[src/rtl/mult_unit.sv]
`default_nettype none
// ============================================================================
//  Module   : mult_unit
//  Purpose  : Multi-cycle shift-add integer multiplier (MULT/MULTU) with
//             architectural HI/LO registers and MTHI/MTLO write support.
//             One multiplier bit is retired per clock; the magnitude product
//             is sign-corrected once at the end.
//  Revision : 1.0 - initial release
// ============================================================================
module mult_unit #(
    parameter int WIDTH = 32
) (
    input  logic             i_clk,
    input  logic             i_rst_n,
    input  logic             i_start,
    input  logic             i_signed,
    input  logic [WIDTH-1:0] i_dat_a,
    input  logic [WIDTH-1:0] i_dat_b,
    input  logic             i_wr_hi,
    input  logic             i_wr_lo,
    input  logic [WIDTH-1:0] i_wr_dat,
    output logic             o_busy,
    output logic             o_done,
    output logic [WIDTH-1:0] o_hi,
    output logic [WIDTH-1:0] o_lo
);

    // Counter only has to reach WIDTH-1, so log2(WIDTH) bits suffice.
    localparam int CW = (WIDTH > 1) ? $clog2(WIDTH) : 1;
    localparam logic [CW-1:0] C_LAST = CW'(WIDTH - 1);

    localparam logic [1:0] S_IDLE   = 2'd0;
    localparam logic [1:0] S_CALC   = 2'd1;
    localparam logic [1:0] S_FINISH = 2'd2;

    logic [1:0]         state_q, state_d;
    logic               busy_q, busy_d;
    logic               done_q, done_d;
    logic [CW-1:0]      cnt_q;
    logic [2*WIDTH-1:0] acc_q;
    logic [2*WIDTH-1:0] mcand_q;
    logic [WIDTH-1:0]   mplier_q;
    logic               neg_q;
    logic [WIDTH-1:0]   hi_q, lo_q;

    logic [WIDTH-1:0]   w_abs_a;
    logic [WIDTH-1:0]   w_abs_b;
    logic [2*WIDTH-1:0] w_acc_neg;

    // Magnitudes are taken as unsigned WIDTH-bit values, so the most negative
    // operand maps onto its correct magnitude 2^(WIDTH-1).
    assign w_abs_a   = (i_signed && i_dat_a[WIDTH-1]) ? (~i_dat_a + 1'b1) : i_dat_a;
    assign w_abs_b   = (i_signed && i_dat_b[WIDTH-1]) ? (~i_dat_b + 1'b1) : i_dat_b;
    assign w_acc_neg = ~acc_q + 1'b1;

    // State and registered status flags; reset aborts any operation at once.
    always_ff @(posedge i_clk or negedge i_rst_n) begin
        if (!i_rst_n) begin
            state_q <= S_IDLE;
            busy_q  <= 1'b0;
            done_q  <= 1'b0;
        end else begin
            state_q <= state_d;
            busy_q  <= busy_d;
            done_q  <= done_d;
        end
    end

    // Next-state logic: IDLE -> CALC on start, WIDTH CALC cycles, one FINISH.
    always_comb begin
        state_d = state_q;
        case (state_q)
            S_IDLE:   if (i_start) state_d = S_CALC;
            S_CALC:   if (cnt_q == C_LAST) state_d = S_FINISH;
            S_FINISH: state_d = S_IDLE;
            default:  state_d = S_IDLE;
        endcase
    end

    // Output decode: flags are computed one cycle early and registered, so
    // o_busy has no combinational path from i_start.
    always_comb begin
        busy_d = (state_d == S_CALC) || (state_d == S_FINISH);
        done_d = (state_q == S_FINISH);
    end

    // Datapath: operand capture, shift-add iteration, HI/LO updates.
    always_ff @(posedge i_clk or negedge i_rst_n) begin
        if (!i_rst_n) begin
            cnt_q    <= '0;
            acc_q    <= '0;
            mcand_q  <= '0;
            mplier_q <= '0;
            neg_q    <= 1'b0;
            hi_q     <= '0;
            lo_q     <= '0;
        end else begin
            case (state_q)
                S_IDLE: begin
                    // Register writes are only honoured while idle.
                    if (i_wr_hi) hi_q <= i_wr_dat;
                    if (i_wr_lo) lo_q <= i_wr_dat;
                    if (i_start) begin
                        mcand_q  <= {{WIDTH{1'b0}}, w_abs_a};
                        mplier_q <= w_abs_b;
                        neg_q    <= i_signed & (i_dat_a[WIDTH-1] ^ i_dat_b[WIDTH-1]);
                        acc_q    <= '0;
                        cnt_q    <= '0;
                    end
                end
                S_CALC: begin
                    if (mplier_q[0]) acc_q <= acc_q + mcand_q;
                    mcand_q  <= mcand_q << 1;
                    mplier_q <= mplier_q >> 1;
                    cnt_q    <= cnt_q + CW'(1);
                end
                S_FINISH: begin
                    {hi_q, lo_q} <= neg_q ? w_acc_neg : acc_q;
                end
                default: ;
            endcase
        end
    end

    assign o_busy = busy_q;
    assign o_done = done_q;
    assign o_hi   = hi_q;
    assign o_lo   = lo_q;

endmodule
`default_nettype wire

[config.mk]
export PLATFORM = sky130hd
export DESIGN_NAME = mult_unit
export DESIGN_NICKNAME = d
export VERILOG_FILES = /design/src/rtl/mult_unit.sv
export SDC_FILE = /design/constraint.sdc
export NUM_CORES = 1
export LEC_CHECK = 0
export ABC_AREA = 1
export BUFFER_PORTS_ARGS = -buffer_cell sky130_fd_sc_hd__buf_2
export CAP_MARGIN = 20
export CORE_MARGIN = 5
export CORE_UTILIZATION = 35
export CTS_CLUSTER_SIZE = 40
export DETAILED_ROUTE_END_ITERATION = 6
export GPL_ROUTABILITY_DRIVEN = 0
export GPL_TIMING_DRIVEN = 0
export MAX_ROUTING_LAYER = met4
export PLACE_DENSITY_LB_ADDON = 0.15
export SYNTH_ARGS = -nofsm -noshare
export SYNTH_HDL_FRONTEND = slang
export SYNTH_SLANG_ARGS = --single-unit
[constraint.sdc]
create_clock -name i_clk -period 1.9 [get_ports i_clk]
set_input_delay 0.095 -clock i_clk [delete_from_list [all_inputs] [get_ports i_clk]]
set_output_delay 0.095 -clock i_clk [all_outputs]
set_load 0.1 [all_outputs]
==> summary.txt, run 1 <==
Yosys
  • EDFF count, synth: 0
  • Sequential area share after synthesis: 30.42%
  • Async SR Flop Fraction: between 90% and 100%
  • Cells after synthesis: 3129
  • Synthesized area: between 0.015 and 0.02 mm^2
  • Synthesized flop and latch total: roughly 230
  • Mapped Nets: between 3k and 4k
  • Post-synth cell types: 53
  • Synth Flop Type: dfrtp_1
  • Avg Synthesized Cell Area: around 6.2 um^2
  • Syn. warnings: 0

Timing
  • Fmax: roughly 0.46 GHz
  • Worst Clk Skew: 0.02134 ns
  • WHS: -0.02891 ns
  • RSZ-0062 raised after global routing: yes
  • Count of pins over their slew limit: 0
  • Minimum clock period after layout: approximately 2.2 ns
  • Final setup violation count: 91
  • Post-route setup slack: -0.2748 ns
  • Final Cycle Share: 114.5%
  • Worst Tran Pin Value: 0.7956 ns
  • Max_slew headroom: between 40% and 50%
  • Fin. Hold Viols: 2
  • Setup TNS: -8.746 ns

Drt
  • Post-DRT Antenna Nets: 0
  • Vias after detailed routing: around 22k
  • Vias per cell: slightly above 5
  • Post-route DRC: 0
  • Routed len/inst: between 15 and 20 um
  • Initial drt markers: 1537
  • Final wirelength: 81230 um
  • Pre-Repair DR Iteration Count: 5

Worst setup path
  • Critical path required time: 2.37 ns
  • Worst Setup Start Kind: register
  • Critical Path AT: 2.65 ns
  • Crit path kind: reg2reg
  • Crit-path max FO: 4
  • CP Capture Type: register

Die
  • Top Ports: between 150 and 200
  • Horiz. Die Dim: between 200 and 250 um
  • Area of the core: around 0.055 mm^2
  • Die H: between 200 and 250 um
  • Die Area: 0.05979 mm^2
  • Initial Utilization: 35.14%
  • Std-Cell Rows: 86

Finish
  • ANT cells: 0
  • Final-stage net count: ~3.8k
  • Commonest non-fill, non-tap cells in the layout: nand2_1, inv_1, nor2_1
  • Layout cells sized above 1: 36.39%
  • Most common cell after layout, fill and taps aside: nand2_1
  • Final non-filler cell total: 4359
  • Area delta synth->final: 49.81%

CTS
  • Root buffer selected by CTS: clkbuf_16
  • Depth of the CTS H-tree: 1
  • CTS tree: done
  • Clk Latency, worst-skew pair: 0.60 ns
  • Clock transition at path regs: roughly 0.06 ns
  • CTS max path bufs: 3
  • Number of CTS-inserted buffers: 29
  • CTS sink cnt: roughly 230

Placed design
  • DP HPWL: just over 60000 um
  • Placed Cells incl. Taps: ~4.0k
  • # port buffers: ~170

Pwr
  • Final Total Pwr: 54.48 mW
  • Max IR drop VDD: about 1400 uV
  • LEAKAGE: approximately 14 nW
  • Total power per unit cell area: about 1900 mW/mm^2

Global route
  • Total gr overflow: 0
  • Gr usage total: a little over a quarter
  • Initial antenna violation count: 0
  • Largest net degree at the start of global routing: 93
  • First-pass GRT wire length: roughly 120000 um
  • Vias in the first global route: between 20k and 25k

Run status
  • Violated checks: negative hold slack, negative setup slack
  • Outcome: complete, but fails checks

Job
  • Max_cap viols: 0

Min path
  • Min-delay worst type: in2reg
state kept, by name (all words and copies together) (netlist names):
name / flops
o_busy: 1
mplier_q: 32
cnt_q: 5
o_done: 1
o_hi: 32
acc_q: 64
mcand_q: 64
state_q: 2
o_lo: 32
neg_q: 1
where the power goes:
group          total [mW]  switching, mW  leakage [nW]  internal [mW]
registers            9.93           2.52          2.75           7.40
logic                38.8           25.3          10.5           13.5
clock network        5.76           2.33         0.485           3.42
total                54.5           30.1          13.7           24.4
path summary, 6_finish.rpt:
kind                              startpoint            to  slack [ns]  cells past startpoint
worst min-delay path             i_dat_b[28]  mplier_q[28]       -0.03                      5
worst min register to register  mplier_q[23]  mplier_q[23]        0.50                      2
worst max-delay path              mcand_q[0]     acc_q[46]       -0.27                     15
min in group asynchronous            i_rst_n       o_hi[7]        0.04                      2
max in group asynchronous            i_rst_n     acc_q[57]        0.91                      3
worst max register to register    mcand_q[0]     acc_q[46]       -0.27                     15
cells by family after synthesis:
group	count (synthesis)	synth area share, %
compound gates	460	13.77
xor+xnor	38	1.729
fa+ha+maj	69	4.524
buf+inv	579	11.68
flops	234	30.42
simple gates	1749	37.88
per-layer routing:
metal	global-route usage [%]	wire, um
met5	-	0
met4	9.917	3494
met3	2.470	4345
met2	43.57	38590
met1	33.13	34790
stage by stage:
stage | cell area (um^2) | utilization [%] | hold WS, ns | setup slack [ns]
floorplan | 19250 | - | -0.2006 | 0.002393
global placement | 20970 | 38.28 | 0.3969 | -3.735
detailed placement | 21030 | 38.40 | 0.07502 | -0.6872
CTS | 26220 | 47.87 | 0.006485 | -0.2254
global route | 28840 | 52.65 | 0.01874 | -0.3423
finish | 28840 | 52.65 | -0.02891 | -0.2748
cells in the mapped netlist (5+ instances only):
library cell / count / area, um^2
nor2_2: 15 / 93.84
a22oi_1: 53 / 397.9
nand3b_1: 10 / 75.07
nand2_1: 1017 / 3817
or2_2: 13 / 81.33
buf_1: 10 / 37.54
o21bai_1: 5 / 37.54
nor3_1: 30 / 150.1
o21ai_0: 116 / 580.6
a21oi_2: 6 / 52.55
inv_2: 10 / 37.54
inv_1: 489 / 1836
nor2_4: 12 / 135.1
buf_4: 8 / 60.06
xor2_1: 27 / 236.5
nand4_1: 28 / 175.2
nand3_1: 207 / 1036
ha_1: 68 / 850.8
a31oi_1: 12 / 75.07
o22ai_1: 40 / 250.2
dfrtp_1: 234 / 5856
xnor2_1: 11 / 96.34
o21ai_1: 31 / 155.2
nand2_2: 16 / 100.1
a21oi_1: 168 / 840.8
nor2_1: 381 / 1430
nor4_1: 5 / 31.28
buf_2: 35 / 175.2
clkbuf_1: 25 / 93.84
worst max-delay path, stage by stage, from the launching register on:
cell     delay (ns)
dfrtp_1        0.43
ha_4           0.18
inv_4          0.04
fa_2           0.42
nor2_4         0.14
nand2_2        0.08
nand3_4        0.09
nand2_4        0.06
nand2_4        0.10
nand2_2        0.07
nand2_4        0.12
nand2_2        0.06
nand2_1        0.06
nand2_1        0.05
nand3_2        0.08
nand2_1        0.06
final cells by class:
class / count / area (um^2)
tap: 704 / 880.8
clock buffer: 39 / 823.3
inverter: 501 / 1927
buffer: 78 / 435.4
timing repair buffer: 476 / 3755
clock inverter: 11 / 148.9
multi-input combinational: 2316 / 14900
sequential: 234 / 5962
fill: 5242 / 25930
repair_timing:
item | 4_1_cts | 5_1_grt
gates resized for setup | 575 | 556
pin swaps | 130 | 242
setup endpoints to repair | 191 | 162
hold buffers | 102 | 1
setup buffers | 111 | 96
hold endpoints to repair | 345 | 2
Power figures use the tool's default switching activity.
==> inputs of run 2 (changes only) <==
CELL_PAD_IN_SITES_DETAIL_PLACEMENT = 0   (was unset)
CELL_PAD_IN_SITES_GLOBAL_PLACEMENT = 1   (was unset)
==> run 2 against run 1 <==
  * The flow finishes with violations (negative setup slack)
  * Register-to-register slack barely moved
  * Critical path type unchanged
  * Clock-buffer cell count up 1
  * First-iteration DRC count grew 8.6%
  * Routed wire length up 3.6%
  * Via count about the same
==> summary.txt, run 2 (same netlist as run 1, synthesis figures left out) <==
Timing
  • Minimum clock period after layout: 2.164 ns (was 2.175 ns)
  • Post-route setup slack: -0.2639 ns (was -0.2748 ns)
  • RSZ-0062 raised after global routing: yes (unchanged)
  • Count of pins over their slew limit: 0 (unchanged)
  • Worst Tran Pin Value: 0.7360 ns (was 0.7956 ns)
  • Worst Clk Skew: 0.02308 ns (was 0.02134 ns)
  • Fmax: 0.4621 GHz (was 0.4598 GHz)
  • Setup TNS: -11.44 ns (was -8.746 ns)
  • Final Cycle Share: 113.9% (was 114.5%)
  • WHS: 0.01073 ns (was -0.02891 ns)
  • Max_slew headroom: 50.51% (was 46.51%)
  • Fin. Hold Viols: 0 (was 2)
  • Final setup violation count: 92 (was 91)

Worst setup path
  • Reg2Reg Setup Slack: -0.26 ns (was -0.27 ns)
  • Worst R2R Start: acc_q[0] (was mcand_q[0])
  • Crit path kind: reg2reg (unchanged)
  • R2R depth: 15 (unchanged)
  • Worst Setup Start Kind: register (unchanged)
  • Critical path required time: 2.38 ns (was 2.37 ns)
  • Critical Path AT: 2.64 ns (was 2.65 ns)
  • Crit-path max FO: 4 (unchanged)
  • Worst reg2reg endpoint: acc_q[46] (unchanged)
  • CP Capture Type: register (unchanged)

Drt
  • Pre-Repair DR Iteration Count: 5 (unchanged)
  • DR WL met3: 4523 um (was 4345 um)
  • Final wirelength: 84180 um (was 81230 um)
  • Met1 WL: 36450 um (was 34790 um)
  • Post-DRT Antenna Nets: 0 (unchanged)
  • Post-route DRC: 0 (unchanged)
  • Initial drt markers: 1669 (was 1537)
  • Vias per cell: 5.126 (about the same)
  • Vias after detailed routing: 22.34k (was 22.35k)
  • Met2 Wirelength: 40120 um (was 38590 um)
  • Routed len/inst: 19.31 um (was 18.63 um)
  • Max Used Layer: met4 (unchanged)

Global route
  • Largest net degree at the start of global routing: 91 (was 93)
  • Gr usage total: 27.34% (was 26.13%)
  • Total gr overflow: 0 (unchanged)
  • First-pass GRT wire length: 124400 um (was 120000 um)
  • Vias in the first global route: 21.19k (was 21.32k)
  • Initial antenna violation count: 1 (was 0)

Min path
  • Min-delay worst type: in2async (was in2reg)

Run status
  • Outcome: complete, but fails checks (unchanged)
  • Violated checks: negative setup slack (was negative hold slack, negative setup slack)

Finish
  • Top Registers: acc_q: 64 flops, mcand_q: 64 flops (unchanged)
  • Layout cells sized above 1: 36.14% (was 36.39%)
  • Commonest non-fill, non-tap cells in the layout: nand2_1, inv_1, nor2_1 (unchanged)
  • Most common cell after layout, fill and taps aside: nand2_1 (unchanged)
  • ANT cells: 0 (unchanged)
  • Area delta synth->final: 49.71% (was 49.81%)
  • Final core area utilization: 52.61% (was 52.65%)
  • Final-stage net count: 3804 (was 3807)
  • Final non-filler cell total: 4359 (unchanged)

CTS
  • Clk Latency, worst-skew pair: 0.60 ns (about the same)
  • Number of CTS-inserted buffers: 29 (unchanged)
  • CTS tree: done (unchanged)
  • Clock transition at path regs: 0.06 ns (about the same)
  • CTS max path bufs: 3 (unchanged)
  • Root buffer selected by CTS: clkbuf_16 (unchanged)
  • CTS sink cnt: 234 (unchanged)
  • Depth of the CTS H-tree: 1 (unchanged)

Placed design
  • DP HPWL: 65310 um (was 61690 um)
  • # port buffers: 167 (unchanged)
  • Placed Cells incl. Taps: 4002 (unchanged)
  • Worst slack, placed: -0.7415 ns (was -0.6872 ns)

Die
  • Horiz. Die Dim: 244.5 um (unchanged)
  • Std-Cell Rows: 86 (unchanged)
  • Area of the core: 0.05477 mm^2 (unchanged)
  • Die Area: 0.05979 mm^2 (unchanged)
  • Die H: 244.5 um (unchanged)
  • Initial Utilization: 35.14% (unchanged)
  • Top Ports: 168 (unchanged)

Pwr
  • Max IR drop VDD: 1702 uV (was 1355 uV)
  • Total power per unit cell area: 1921 mW/mm^2 (was 1889 mW/mm^2)
  • LEAKAGE: 13.77 nW (was 13.72 nW)

Job
  • Max_cap viols: 0 (unchanged)
==> run 2: cell types whose count changed in the layout (fill, tap and decap cells not counted), moves of 6 or more <==
| cell | before | now |
|---|---|---|
| a21oi_1 | 115 | 108 |
| dfrtp_1 | 149 | 141 |
| dfrtp_2 | 85 | 93 |
| inv_1 | 452 | 446 |
| inv_2 | 35 | 41 |
| nand2_1 | 763 | 793 |
| nand2_2 | 190 | 157 |
==> run 2: layout make-up <==
class / instances / area, um^2
buffer: 78 / 432.9
inverter: 501 / 1921
timing repair buffer: 473 / 3732
clock buffer: 40 / 827.0
multi-input combinational: 2316 / 14910
clock inverter: 13 / 140.1
sequential: 234 / 5972
tap: 704 / 880.8
fill: 5360 / 25950
==> run 2: what timing repair did <==
action                                 4_1_cts  5_1_grt
setup buffers                              104      103
pin swaps                                  102      212
setup endpoints to repair                  214      173
endpoints found under the hold margin      361        0
hold buffers                                98        0
resized for setup                          579      538
==> run 2: through the flow <==
step	area (um^2)	power, mW
after floorplan	19250	28.34
after global placement	20970	36.21
after detailed placement	21030	36.46
after CTS	26070	49.38
after global routing	28820	58.58
final	28820	55.36
==> run 2: worst max path at each step <==
stage	slack, ns	cells after the start	from	to
after global placement	-3.59	1	i_rst_n	mplier_q[6]
after CTS	-0.26	15	mcand_q[0]	acc_q[46]
after detailed placement	-0.74	7	state_q[1]	acc_q[51]
final	-0.26	15	acc_q[0]	acc_q[46]
after floorplan	0.002	12	acc_q[10]	acc_q[29]
after global routing	-0.33	13	acc_q[0]	acc_q[48]
==> run 2: worst max-delay path, cell delays in order (launching register included) <==
cell and delay (ns):
dfrtp_1 0.42, ha_4 0.20, inv_4 0.04, fa_2 0.39
nor2_4 0.13, nand2_1 0.09, nand3_2 0.10, nand2_1 0.08
nand2_2 0.09, nand2_2 0.07, nand2_4 0.12, nand2_2 0.06
nand2_1 0.06, nand2_1 0.06, nand3_2 0.09, nand2_1 0.05
==> run 2: where the power goes <==
group / switching (mW) / internal (mW)
registers: 2.66 / 7.41
clock network: 2.40 / 3.32
logic: 25.7 / 13.9
==> run 2: per-layer routing <==
| metal | up-vias | track usage (%) |
|---|---|---|
| met3 | 159 | 2.197 |
| met5 | - | - |
| met4 | 0 | 7.525 |
| met2 | 652 | 46.11 |
| li1 | 10940 | - |
| met1 | 10600 | 35.66 |
